**src/rtl/booth_mac_ctrl.sv**
```systemverilog
// Booth multiplier sequencer + group accumulator: FIFO-buffered operand pairs, one summed result per in_last group.
// Define BOOTH_MAC_SAT_EN for saturating accumulation with a sticky out_sat flag (default: wrap-around).
module booth_mac_ctrl #(
    parameter int DEPTH = 4,
    parameter int ACC_W = 24
) (
    input  logic             clk,
    input  logic             reset_n,
    input  logic             in_valid,
    output logic             in_ready,
    input  logic [7:0]       in_a,
    input  logic [7:0]       in_b,
    input  logic             in_last,
    output logic [7:0]       mul_a,
    output logic [7:0]       mul_b,
    output logic             mul_start,
    input  logic             mul_done,
    input  logic [15:0]      mul_m,
    output logic             out_valid,
    input  logic             out_ready,
    output logic [ACC_W-1:0] out_acc,
    output logic [7:0]       out_count,
    output logic             out_sat,
    output logic             busy
);

    localparam int AW = $clog2(DEPTH);
    localparam logic [AW:0] PTR_ONE = 1;

    typedef enum logic [1:0] {IDLE, ISSUE, RELEASE, EMIT} state_t;

    typedef struct packed {
        logic       last;
        logic [7:0] a;
        logic [7:0] b;
    } entry_t;

    state_t      state;
    entry_t      mem [DEPTH];
    entry_t      head;
    logic [AW:0] wr_ptr, rd_ptr;
    logic        empty, full, push, pop;
    logic        cur_last;

    // Pointers carry one extra wrap bit so full and empty are distinguishable.
    assign empty    = (wr_ptr == rd_ptr);
    assign full     = (wr_ptr[AW] != rd_ptr[AW]) && (wr_ptr[AW-1:0] == rd_ptr[AW-1:0]);
    assign in_ready = !full;
    assign push     = in_valid && !full;
    assign pop      = (state == IDLE) && !empty;
    assign head     = mem[rd_ptr[AW-1:0]];
    assign busy     = (state != IDLE) || !empty;

    // NOTE: storage has no reset; the pointers alone decide which entries are valid.
    always_ff @(posedge clk) begin
        if (push) mem[wr_ptr[AW-1:0]] <= '{last: in_last, a: in_a, b: in_b};
    end

    always_ff @(posedge clk or negedge reset_n) begin
        if (!reset_n) begin
            wr_ptr <= '0;
            rd_ptr <= '0;
        end else begin
            if (push) wr_ptr <= wr_ptr + PTR_ONE;
            if (pop)  rd_ptr <= rd_ptr + PTR_ONE;
        end
    end

    logic [ACC_W-1:0] prod_ext, acc_next;
    logic             sat_hit;
`ifdef BOOTH_MAC_SAT_EN
    logic signed [ACC_W:0] sum_w;
`endif

    // NOTE: every output of this block is given a default first, so no latch can form.
    always_comb begin
        prod_ext = ACC_W'($signed(mul_m));
        sat_hit  = 1'b0;
`ifdef BOOTH_MAC_SAT_EN
        sum_w    = (ACC_W+1)'($signed(out_acc)) + (ACC_W+1)'($signed(prod_ext));
        acc_next = sum_w[ACC_W-1:0];
        if (sum_w[ACC_W] != sum_w[ACC_W-1]) begin
            sat_hit  = 1'b1;
            acc_next = sum_w[ACC_W] ? {1'b1, {(ACC_W-1){1'b0}}} : {1'b0, {(ACC_W-1){1'b1}}};
        end
`else
        acc_next = out_acc + prod_ext;
`endif
    end

    // NOTE: state registers use non-blocking assignments so every branch sees pre-edge values.
    always_ff @(posedge clk or negedge reset_n) begin
        if (!reset_n) begin
            state     <= IDLE;
            mul_a     <= '0;
            mul_b     <= '0;
            mul_start <= 1'b0;
            cur_last  <= 1'b0;
            out_valid <= 1'b0;
            out_acc   <= '0;
            out_count <= '0;
            out_sat   <= 1'b0;
        end else begin
            case (state)
                IDLE: begin
                    if (!empty) begin
                        mul_a     <= head.a;
                        mul_b     <= head.b;
                        cur_last  <= head.last;
                        mul_start <= 1'b1;
                        state     <= ISSUE;
                    end
                end
                ISSUE: begin
                    // Leaving ISSUE on the first done cycle guarantees one capture per pair.
                    if (mul_done) begin
                        out_acc   <= acc_next;
                        if (out_count != 8'hFF) out_count <= out_count + 8'd1;
                        out_sat   <= out_sat | sat_hit;
                        mul_start <= 1'b0;
                        state     <= RELEASE;
                    end
                end
                RELEASE: begin
                    if (!mul_done) begin
                        if (cur_last) begin
                            out_valid <= 1'b1;
                            state     <= EMIT;
                        end else begin
                            state <= IDLE;
                        end
                    end
                end
                EMIT: begin
                    if (out_ready) begin
                        out_valid <= 1'b0;
                        out_acc   <= '0;
                        out_count <= '0;
                        out_sat   <= 1'b0;
                        state     <= IDLE;
                    end
                end
                default: state <= IDLE;
            endcase
        end
    end

endmodule

```
**config.mk**
```make
export PLATFORM = sky130hd
export DESIGN_NAME = booth_mac_ctrl
export DESIGN_NICKNAME = d
export VERILOG_FILES = /design/src/rtl/booth_mac_ctrl.sv
export SDC_FILE = /design/constraint.sdc
export NUM_CORES = 1
export LEC_CHECK = 0
export BUFFER_PORTS_ARGS = -buffer_cell sky130_fd_sc_hd__clkbuf_2
export CAP_MARGIN = 0
export CELL_PAD_IN_SITES_DETAIL_PLACEMENT = 0
export CELL_PAD_IN_SITES_GLOBAL_PLACEMENT = 2
export CORE_UTILIZATION = 40
export DETAILED_ROUTE_END_ITERATION = 7
export GPL_TIMING_DRIVEN = 0
export PLACE_DENSITY_LB_ADDON = 0.1
export SLEW_MARGIN = 20
export SYNTH_ARGS = -nofsm -noshare
export SYNTH_HDL_FRONTEND = slang
export SYNTH_SLANG_ARGS = --single-unit
```
**constraint.sdc**
```tcl
create_clock -name clk -period 5.15 [get_ports clk]
set_input_delay 0.7725 -clock clk [delete_from_list [all_inputs] [get_ports clk]]
set_output_delay 0.7725 -clock clk [all_outputs]
set_load 0.01 [all_outputs]
```
==> results of run 1 <==
-- sequential cells by signal, summed over array words and instances (netlist names) --
name	flops
mul_b	8
out_acc	24
state	2
mul_a	8
mem	68
rd_ptr	3
mul_start	1
out_valid	1
wr_ptr	3
out_count	8
cur_last	1
-- how the worst max path moves through the flow --
stage                  start     endpoint  slack, ns  depth (start not counted)
global placement    mul_m[0]  out_acc[16]       1.88                         11
floorplan           mul_m[0]  out_acc[16]       2.23                         10
detailed placement  mul_m[0]  out_acc[20]       1.86                         11
global route        mul_m[0]  out_acc[20]       2.08                         11
CTS                 mul_m[0]  out_acc[20]       2.28                         11
finish              mul_m[0]  out_acc[20]       2.29                         11
-- power breakdown --
group	switching (mW)	internal, mW
Combinational	1.02	0.790
Sequential	0.171	1.42
Clock	0.472	0.724
-- stage by stage --
step / worst slack (ns) / util [%] / power [mW] / area [um2]
6_report: 2.29 / 50.1 / 4.59 / 7370
5_1_grt: 2.08 / 50.1 / 4.92 / 7370
4_1_cts: 2.28 / 50.1 / 4.67 / 7370
3_5_place_dp: 1.86 / 46.2 / 3.45 / 6790
3_3_place_gp: 1.88 / 46.0 / 3.41 / 6760
2_1_floorplan: 2.23 / - / 2.88 / 6080
-- layout make-up --
type | instances | area [um2]
plain buffers | 19 | 78.8
clock buffers | 19 | 433
clock inverters | 13 | 153
fillers | 1306 | 7330
inverters | 8 | 30.0
multi-input cells | 303 | 2450
flip-flops and latches | 127 | 3520
well taps | 184 | 230
repair buffers | 90 | 475
-- placed cells by master (no fill, tap or decap), types with 7 or more instances in the layout --
cell and instances:
mux2_2 7, inv_1 8, o21ai_0 18, a21o_1 9
ha_1 29, xor2_1 18, mux2_1 11, clkbuf_2 88
dfrtp_1 59, a21oi_1 20, clkbuf_16 17, nand2_1 34
nor3_1 7, clkbuf_1 16, nor2_1 27, xnor2_1 12
mux4_2 17, edfxtp_1 68, nand3_1 10
-- per-layer routing --
metal	track usage [%]	share of wire, %	vias up
met3	4.96	4.0	12
li1	-	-	1940
met5	0	0	-
met4	5.95	1.1	0
met2	31.0	51	75
met1	22.0	43	1982
-- synth_stat cells (all sizes together) (6+ instances only) --
master  number  area, um2
nor3         8       45.0
nand2       34        128
mux4        17        383
xor2        18        158
inv          8       30.0
clkbuf      14       52.6
xnor2       12        105
nand3       10       50.1
a21o         9       67.6
dfrtp       59       1480
a21oi       21        109
and3         6       37.5
ha          29        363
o211ai       6       45.0
edfxtp      68       2040
o21ai       25        129
mux2        18        203
nor2        27        101
-- critical path: cells and delay by family --
kind	cells	cell delay (ns)
AO/OA/AOI/OAI	3	0.65
adder cells (fa/ha/maj)	2	0.63
buffers and inverters	1	0.08
AND/OR/NAND/NOR	5	1.02
-- cells by family after synthesis --
group           after synthesis  synth area share (%)
flops                       127                  57.9
simple gates                110                  8.89
compound gates               94                  10.6
mux                          38                  10.1
fa+ha+maj                    30                  6.30
xor+xnor                     30                  4.32
buf+inv                      27                  1.79
other cells                   1                0.0617
==> results_dict.tcl, run 1 <==
set metrics [dict create \
    die_y_um 125 \
    worst_slew_pin_slew_ns 0.995 \
    yosys_warnings 0 \
    slew-limit-headroom_pct 33.6 \
    pwr_density_cell_mw_per_mm2 623 \
    drt_iter0_markers 184 \
    setup_viol 0 \
    cp_cell_sequence "clkbuf_2 > ha_1 > fa_1 > a21oi_1 > nor3_2 > nor3_1 > a211oi_4 > a31o_1 > nor4b_1 > or4_1 > nand3_1" \
    maxCapViolations 0 \
    fin_crit_ns 2.86 \
    clk_latency_ns 0.41 \
    async_flop_share_pct 46.5 \
    cts_tree "built" \
    area_delta_synth_final_pct 21.2 \
    diodes 0 \
    stdcell_count 763 \
    rsz0062_at_grt "no" \
    layout-drive-gt1-share_pct 27.1 \
    coreArea_mm2 0.0147 \
    drc 9 \
    htreeDepth 4 \
    r2r_slack_ns 2.34 \
    cp.required_ns 5.44 \
    overflow 0 \
    arrival_ns 3.15 \
    ant_nets 0 \
    wl_per_cell_um 17.1 \
    antenna_found_initial 0 \
    place.gp.congestion 0.811 \
    io_buffers 89 \
    timing.setup.tns_ns 0 \
    finalCritPeriodShare_pct 55.6 \
    ys_seq_area_share_pct 57.9 \
    synth_cell_types 59 \
    cts_buffers 17 \
    violations "design-rule violations" \
    fin_nets 634 \
    reg2reg_from "out_acc[0]" \
    routed_wl_um 13000 \
    synth_flop_cell "edfxtp_1" \
    synth-seq-cells 127 \
    gr-usage-all-layers_pct 18.0 \
    path_max_fanout 6 \
    status "finished, violations left" \
    cts_max_path_buffers 2 \
    fin_hold_ws_ns 0.286 \
    critPathLaunchType "input pin" \
    critPathMaxStageDelay_ns 0.41 \
    slew_violations 0 \
    final.setup_skew_ns 0.0118 \
    reg2reg_depth 10 \
    slowest_stage "fa_1" \
    grt_max_degree 40 \
    post_cts_buffers 0 \
    dieArea_mm2 0.0157 \
    dp_hpwl_um 9030 \
    timing.critical_path.to_type "flip-flop" \
    syn_avg_cell_area_um2 13.3 \
    power.leakage_nw 3.12 \
    syn_nets 525 \
    r2r-end "out_acc[20]" \
    start_util_pct 41.4 \
    critPathKind "input pin to flip-flop" \
    rows 44 \
    root_buffer "clkbuf_16" \
    hold_class "input pin to asynchronous set/reset pin" \
    via_per_inst 5.25 \
    num_vias 4009 \
    cts_resized 0 \
    die_w_um 125 \
    hold_viol_final 0 \
    io_pins 91 \
    firstDrtPassIters 8 \
    first_global_vias 4123 \
    dp.cells 731 \
    clk_pin_slew_worst_paths_ns 0.07 \
    fmax_mhz 350 \
    cts_sinks 127 \
    syn_inst 457 \
    cts_hold_buf 0 \
    synth_edf_count 68 \
    netlist_area_mm2 0.00608 \
    grt_pass1_wl_um 21400 \
    ir_worst_vdd_uv 421 \
]
Power figures use the tool's default switching activity.
==> run 2, diff against run 1 <==
--- a/config.mk
+++ b/config.mk
@@ -5,11 +5,12 @@
 export SDC_FILE = /design/constraint.sdc
 export NUM_CORES = 1
 export LEC_CHECK = 0
+export ABC_AREA = 1
 export BUFFER_PORTS_ARGS = -buffer_cell sky130_fd_sc_hd__clkbuf_2
 export CAP_MARGIN = 0
 export CELL_PAD_IN_SITES_DETAIL_PLACEMENT = 0
 export CELL_PAD_IN_SITES_GLOBAL_PLACEMENT = 2
-export CORE_UTILIZATION = 40
+export CORE_UTILIZATION = 32
 export DETAILED_ROUTE_END_ITERATION = 7
 export GPL_TIMING_DRIVEN = 0
 export PLACE_DENSITY_LB_ADDON = 0.1
==> constraint.sdc (replaced) <==
create_clock -name clk -period 2.29 [get_ports clk]
set_input_delay 0.3435 -clock clk [delete_from_list [all_inputs] [get_ports clk]]
set_output_delay 0.3435 -clock clk [all_outputs]
set_load 0.01 [all_outputs]
==> run 2 against run 1 <==
Setup slack got worse by 2.1 ns. Routed wire length increased by 41%. Sequential cell count unchanged. Global-route usage decreased by 0.33 points. Hold slack got worse by 0.14 ns. Non-clock buffer count increased by 3. Synthesized cell count increased by 67%. The flow now finishes without violations. Critical path depth unchanged. Clock power increased by 130%.
==> results_dict.tcl, run 2 <==
set metrics [dict create \
    synth_top_area_cell "edfxtp_1" \
    hold_path_depth 1 \
    arrival_ns 2.36 \
    rsz0062_at_grt "no" \
    drt_iter0_markers 199 \
    fmax_mhz 485 \
    cts_sinks 127 \
    n_fill_cell 2138 \
    root_buffer "clkbuf_16" \
    largest_reg_flops 68 \
    hold_class "input pin to flip-flop" \
    synthAdderAreaFrac_pct 5.63 \
    layout-drive-gt1-share_pct 19.8 \
    ant_nets 0 \
    clk_pin_slew_worst_paths_ns 0.07 \
    pwr_density_cell_mw_per_mm2 1420 \
    ir_worst_vdd_uv 568 \
    fin_util_pct 40.2 \
    cp_top_family "simple AND/OR/NAND/NOR gates" \
    antenna_found_initial 0 \
    fin_nets 945 \
    io_pins 91 \
    synth_top_family_by_area "simple AND/OR/NAND/NOR gates" \
    syn_inst 764 \
    r2r-end "out_acc[16]" \
    rows 52 \
    timing.setup.tns_ns 0 \
    cts_tree "built" \
    final_cell_area_mm2 0.00827 \
    overflow 0 \
    reg2reg_depth 11 \
    hold_viol_final 0 \
    synth-seq-cells 127 \
    clkPwrFrac_pct 23.1 \
    cts_max_path_buffers 2 \
    dp_hpwl_um 13700 \
    finalCritPeriodShare_pct 90.1 \
    synth-simple-area-share_pct 21.8 \
    mostFrequentLayoutCell "nand2_1" \
    diodes 0 \
    synth_cell_types 36 \
    dieArea_mm2 0.0218 \
    synth_compound_area_share_pct 8.62 \
    layout_common_cells "215 x nand2_1, 89 x inv_1, 88 x clkbuf_2" \
    async_flop_share_pct 46.5 \
    clk_latency_ns 0.41 \
    yosys-top-cells-count "215 x nand2_1, 89 x inv_1, 76 x nor2_1" \
    combPwrFrac_pct 45.7 \
    critPathLaunchType "flip-flop" \
    p_sw_mw 4.84 \
    slowest_stage "dfrtp_1" \
    final.setup_skew_ns 0.00990 \
    gr-usage-all-layers_pct 17.7 \
    grt_pass1_wl_um 29400 \
    synth-xor-area-share_pct 1.51 \
    cp.required_ns 2.59 \
    first_global_vias 5558 \
    intPower_mw 6.94 \
    critPathMaxStageDelay_ns 0.41 \
    routed_wl_um 18300 \
    grt_max_degree 46 \
    die_y_um 148 \
    maxCapViolations 0 \
    io_buffers 89 \
    syn_avg_cell_area_um2 8.91 \
    wl_per_cell_um 15.8 \
    slew-limit-headroom_pct 54.9 \
    seqPwrFrac_pct 31.1 \
    yosys_warnings 0 \
    path_max_fanout 4 \
    synthTopCellsByArea "edfxtp_1 30%, dfrtp_1 22%, nand2_1 12%, ha_1 5.3%, inv_1 4.9%" \
    critPathKind "flip-flop to flip-flop" \
    htreeDepth 4 \
    place_area_mm2 0.00767 \
    num_vias 5422 \
    cp_cell_sequence "ha_1 > fa_2 > nand2_1 > nand2_1 > and2_1 > nand2_1 > nand2_1 > nand2_1 > nand3b_1 > nand3_1 > nand2_1" \
    synth_most_common_cell "nand2_1" \
    synth_flop_cell "edfxtp_1" \
    slew_violations 0 \
    hold_start "in_b[3]" \
    ys_seq_area_share_pct 51.7 \
    syn_nets 832 \
    drc 0 \
    r2r_slack_ns 0.23 \
    firstDrtPassIters 4 \
    synth_edf_count 68 \
    min_to "mem[3][3]" \
    worst-path-buf-inv 0 \
    netlist_area_mm2 0.00680 \
    via_per_inst 4.67 \
    reg2reg_from "out_acc[0]" \
    worst_slew_pin_slew_ns 0.676 \
    timing.critical_path.to_type "flip-flop" \
    cpMostUsedCell "nand2_1" \
    coreArea_mm2 0.0206 \
    synthMuxAreaShare_pct 3.70 \
    die_w_um 148 \
    power.leakage_nw 3.94 \
    synth_top_area_share_pct 30.0 \
    fin_crit_ns 2.06 \
    setup_viol 0 \
    p_sw_share_pct 41.1 \
    place.gp.congestion 0.821 \
    start_util_pct 33.1 \
    cts_buffers 17 \
    status "completed" \
    area_delta_synth_final_pct 21.6 \
]
-- run 2: changes by cell type after synthesis, sizes merged, moves of 14 or more --
cell and change:
inv +86, mux4 -17, nand2 +186, nand3 +25
nor2 +53, o21ai +35, o22ai +17, xor2 -14
-- run 2: kinds of logic (layout without fill, tap and decap cells) --
group	Yosys count	count (layout)
buffers and inverters	112	238
adder cells (fa/ha/maj)	30	30
XOR/XNOR	10	10
other	1	1
flip-flops	127	127
multiplexers	17	17
AND/OR/NAND/NOR	359	359
AO/OA/AOI/OAI	108	108
-- run 2: how the worst max path moves through the flow --
stage,from,to,slack (ns),cells after the start
3_3_place_gp,wr_ptr[2],mem[0][4],-0.59,4
4_1_cts,rd_ptr[1],mem[2][16],0.04,6
5_1_grt,wr_ptr[2],mem[1][7],0.05,5
6_report,out_acc[0],out_acc[16],0.23,11
3_5_place_dp,rd_ptr[1],mem[2][4],0.05,6
2_1_floorplan,wr_ptr[2],mem[0][0],0.17,4
-- run 2: power groups by stage --
| stage | Combinational [mW] | Clock (mW) | Sequential [mW] |
|---|---|---|---|
| floorplan | 3.59 | 0 | 3.79 |
| global placement | 5.38 | 0 | 3.69 |
| detailed placement | 5.48 | 0 | 3.72 |
| CTS | 5.51 | 2.79 | 3.68 |
| global route | 6.09 | 2.88 | 3.76 |
| finish | 5.39 | 2.72 | 3.67 |
-- run 2: layout make-up --
type	instances	area [um2]	share of cell area, %
plain buffers	18	120	1.45
clock buffers	18	429	5.19
multi-input cells	525	2830	34.2
well taps	270	338	4.08
inverters	94	353	4.26
repair buffers	94	527	6.37
flip-flops and latches	127	3520	42.5
clock inverters	14	156	1.89
-- run 2: per-stage QoR --
| step | power [mW] | setup WS (ns) | std cells | hold WS (ns) |
|---|---|---|---|---|
| after CTS | 12.0 | 0.0395 | 1160 | 0.130 |
| final | 11.8 | 0.227 | 1160 | 0.147 |
| after global routing | 12.7 | 0.0462 | 1160 | 0.144 |
| after floorplan | 7.38 | 0.170 | 764 | 0.0479 |
| after detailed placement | 9.20 | 0.0482 | 1127 | 0.270 |
| after global placement | 9.07 | -0.589 | 1123 | 0.475 |
-- run 2: timing repair --
item,4_1_cts,5_1_grt
setup buffers,0,0
hold buffers,1,0
gates resized for setup,0,2
setup endpoints to repair,0,8
endpoints found under the hold margin,14,0
-- run 2: layer usage --
| layer | vias up | global-route usage, % | wire length, um |
|---|---|---|---|
| met1 | 2559 | 21.0 | 7930 |
| met2 | 95 | 32.5 | 9630 |
| met4 | 0 | 5.62 | 267 |
| met3 | 18 | 2.87 | 514 |
| li1 | 2750 | - | - |
| met5 | - | 0 | 0 |
==> run 3, diff against run 2 <==
--- a/config.mk
+++ b/config.mk
@@ -13,7 +13,7 @@
 export CORE_UTILIZATION = 32
 export DETAILED_ROUTE_END_ITERATION = 7
 export GPL_TIMING_DRIVEN = 0
-export PLACE_DENSITY_LB_ADDON = 0.1
+export PLACE_DENSITY = 0.82
 export SLEW_MARGIN = 20
 export SYNTH_ARGS = -nofsm -noshare
 export SYNTH_HDL_FRONTEND = slang
==> run 3 against run 2 <==
First-iteration DRC count rose by 16%. Combinational power fell by 1%. Sequential cell count is the same. Routed wire length decreased by 3.5%. Die area stayed put. Final cell count unchanged.
==> results_dict.tcl, run 3 (synthesis results as in run 2) <==
set metrics [dict create \
    maxCapViolations 0 \
    critPathKind "flip-flop to flip-flop" \
    cts_sinks 127 \
    place_area_mm2 0.00767 \
    layout-drive-gt1-share_pct 19.8 \
    p_sw_mw 4.82 \
    fin_hold_ws_ns 0.146 \
    ir_worst_vdd_uv 667 \
    dp_hpwl_um 13000 \
    intPower_mw 6.88 \
    via_per_inst 4.63 \
    r2r-end "out_acc[16]" \
    root_buffer "clkbuf_16" \
    cts_hold_buf 1 \
    htreeDepth 4 \
    critPathMaxStageDelay_ns 0.45 \
    fin_crit_ns 2.06 \
    place.gp.congestion 0.840 \
    ant_nets 0 \
    pwr_density_cell_mw_per_mm2 1420 \
    hold_viol_final 0 \
    slew_violations 0 \
    diodes 0 \
    area_delta_synth_final_pct 21.5 \
    finalCritPeriodShare_pct 90.1 \
    cts_max_path_buffers 2 \
    reg2reg_depth 11 \
    routed_wl_um 17700 \
    cp_top_family "simple AND/OR/NAND/NOR gates" \
    die_w_um 148 \
    power.leakage_nw 3.95 \
    first_global_vias 5355 \
    power.total_mw 11.7 \
    largest_reg_flops 68 \
    slowest_stage "fa_1" \
    hold_path_depth 1 \
    final_cell_area_mm2 0.00826 \
    antenna_found_initial 0 \
    seqPwrFrac_pct 31.4 \
    drc 0 \
    dp.cells 1127 \
    grt_pass1_wl_um 28200 \
    io_pins 91 \
    p_sw_share_pct 41.2 \
    r2r_slack_ns 0.23 \
    setup_viol 0 \
    fin_util_pct 40.2 \
    slew-limit-headroom_pct 56.5 \
    start_util_pct 33.1 \
    cp_cell_sequence "ha_1 > fa_1 > nand2_1 > nand2_1 > and2_1 > nand2_1 > nand2_1 > nand2_1 > nand3b_1 > nand3_1 > nand2_1" \
    clk_pin_slew_worst_paths_ns 0.06 \
    worst-path-buf-inv 0 \
    num_vias 5370 \
    clkPwrFrac_pct 23.0 \
    combPwrFrac_pct 45.6 \
    worst_slew_pin_slew_ns 0.651 \
    wl_per_cell_um 15.3 \
    arrival_ns 2.37 \
    cpMostUsedCell "nand2_1" \
    grt_max_degree 44 \
    stdcell_count 1160 \
    die_y_um 148 \
    io_buffers 89 \
    final.setup_skew_ns 0.0113 \
    gr-usage-all-layers_pct 17.2 \
    timing.setup.tns_ns 0 \
    status "completed" \
    dieArea_mm2 0.0218 \
    cp.required_ns 2.60 \
    clk_latency_ns 0.42 \
    hold_class "input pin to flip-flop" \
    rsz0062_at_grt "no" \
    overflow 0 \
    cts_tree "built" \
    setup_ws_ns 0.226 \
    cts_resized 0 \
    fmax_mhz 485 \
    hold_start "in_b[3]" \
    layout_common_cells "215 x nand2_1, 89 x inv_1, 88 x clkbuf_2" \
    fin_nets 945 \
    post_cts_buffers 0 \
    reg2reg_from "out_acc[0]" \
    mostFrequentLayoutCell "nand2_1" \
    coreArea_mm2 0.0206 \
    min_to "mem[3][3]" \
    firstDrtPassIters 4 \
    cts_buffers 17 \
    drt_iter0_markers 231 \
    critPathLaunchType "flip-flop" \
    place_worst_setup_slack_ns 0.158 \
    timing.critical_path.to_type "flip-flop" \
    crit_path_start "out_acc[0]" \
    path_max_fanout 4 \
    rows 52 \
]
run 3: changes by cell type in the layout (fill, tap and decap cells not counted), sizes merged:
cell,change
inv,+4
clkinvlp,-2
bufinv,-1
clkinv,-1
run 3: area by class of cell:
cell class	count	area, um2
Clock inverter	14	144
Sequential cell	127	3520
Buffer	18	120
Tap cell	270	338
Fill cell	2154	12300
Clock buffer	18	439
Inverter	94	353
Multi-Input combinational cell	525	2830
Timing Repair Buffer	94	527
run 3: how the worst max path moves through the flow:
stage | endpoint | slack [ns] | cells after the start
3_3_place_gp | mem[0][0] | -0.53 | 4
3_5_place_dp | out_acc[16] | 0.16 | 12
2_1_floorplan | mem[0][0] | 0.17 | 4
5_1_grt | out_acc[12] | 0.06 | 11
6_report | out_acc[16] | 0.23 | 11
4_1_cts | mem[0][11] | 0.17 | 5
run 3: metal layers:
| metal | vias to the layer above | share of wire [%] | track usage (%) |
|---|---|---|---|
| li1 | 2754 | - | - |
| met1 | 2495 | 48 | 22.1 |
| met2 | 106 | 48 | 29.1 |
| met3 | 15 | 3.5 | 4.10 |
| met4 | 0 | 0.84 | 4.02 |
| met5 | - | 0 | 0 |
run 3: power by group through the flow:
stage / Combinational [mW] / Sequential [mW] / Clock (mW)
floorplan: 3.59 / 3.79 / 0
global placement: 5.31 / 3.71 / 0
detailed placement: 5.41 / 3.71 / 0
CTS: 5.43 / 3.67 / 2.76
global route: 6.03 / 3.76 / 2.87
finish: 5.33 / 3.67 / 2.69
run 3: worst register-to-register path, cell delays in order (launching register included):
cell      delay, ns
dfrtp_1        0.41
ha_1           0.24
fa_1           0.45
nand2_1        0.12
nand2_1        0.07
and2_1         0.19
nand2_1        0.08
nand2_1        0.09
nand2_1        0.10
nand3b_1       0.08
nand3_1        0.08
nand2_1        0.05
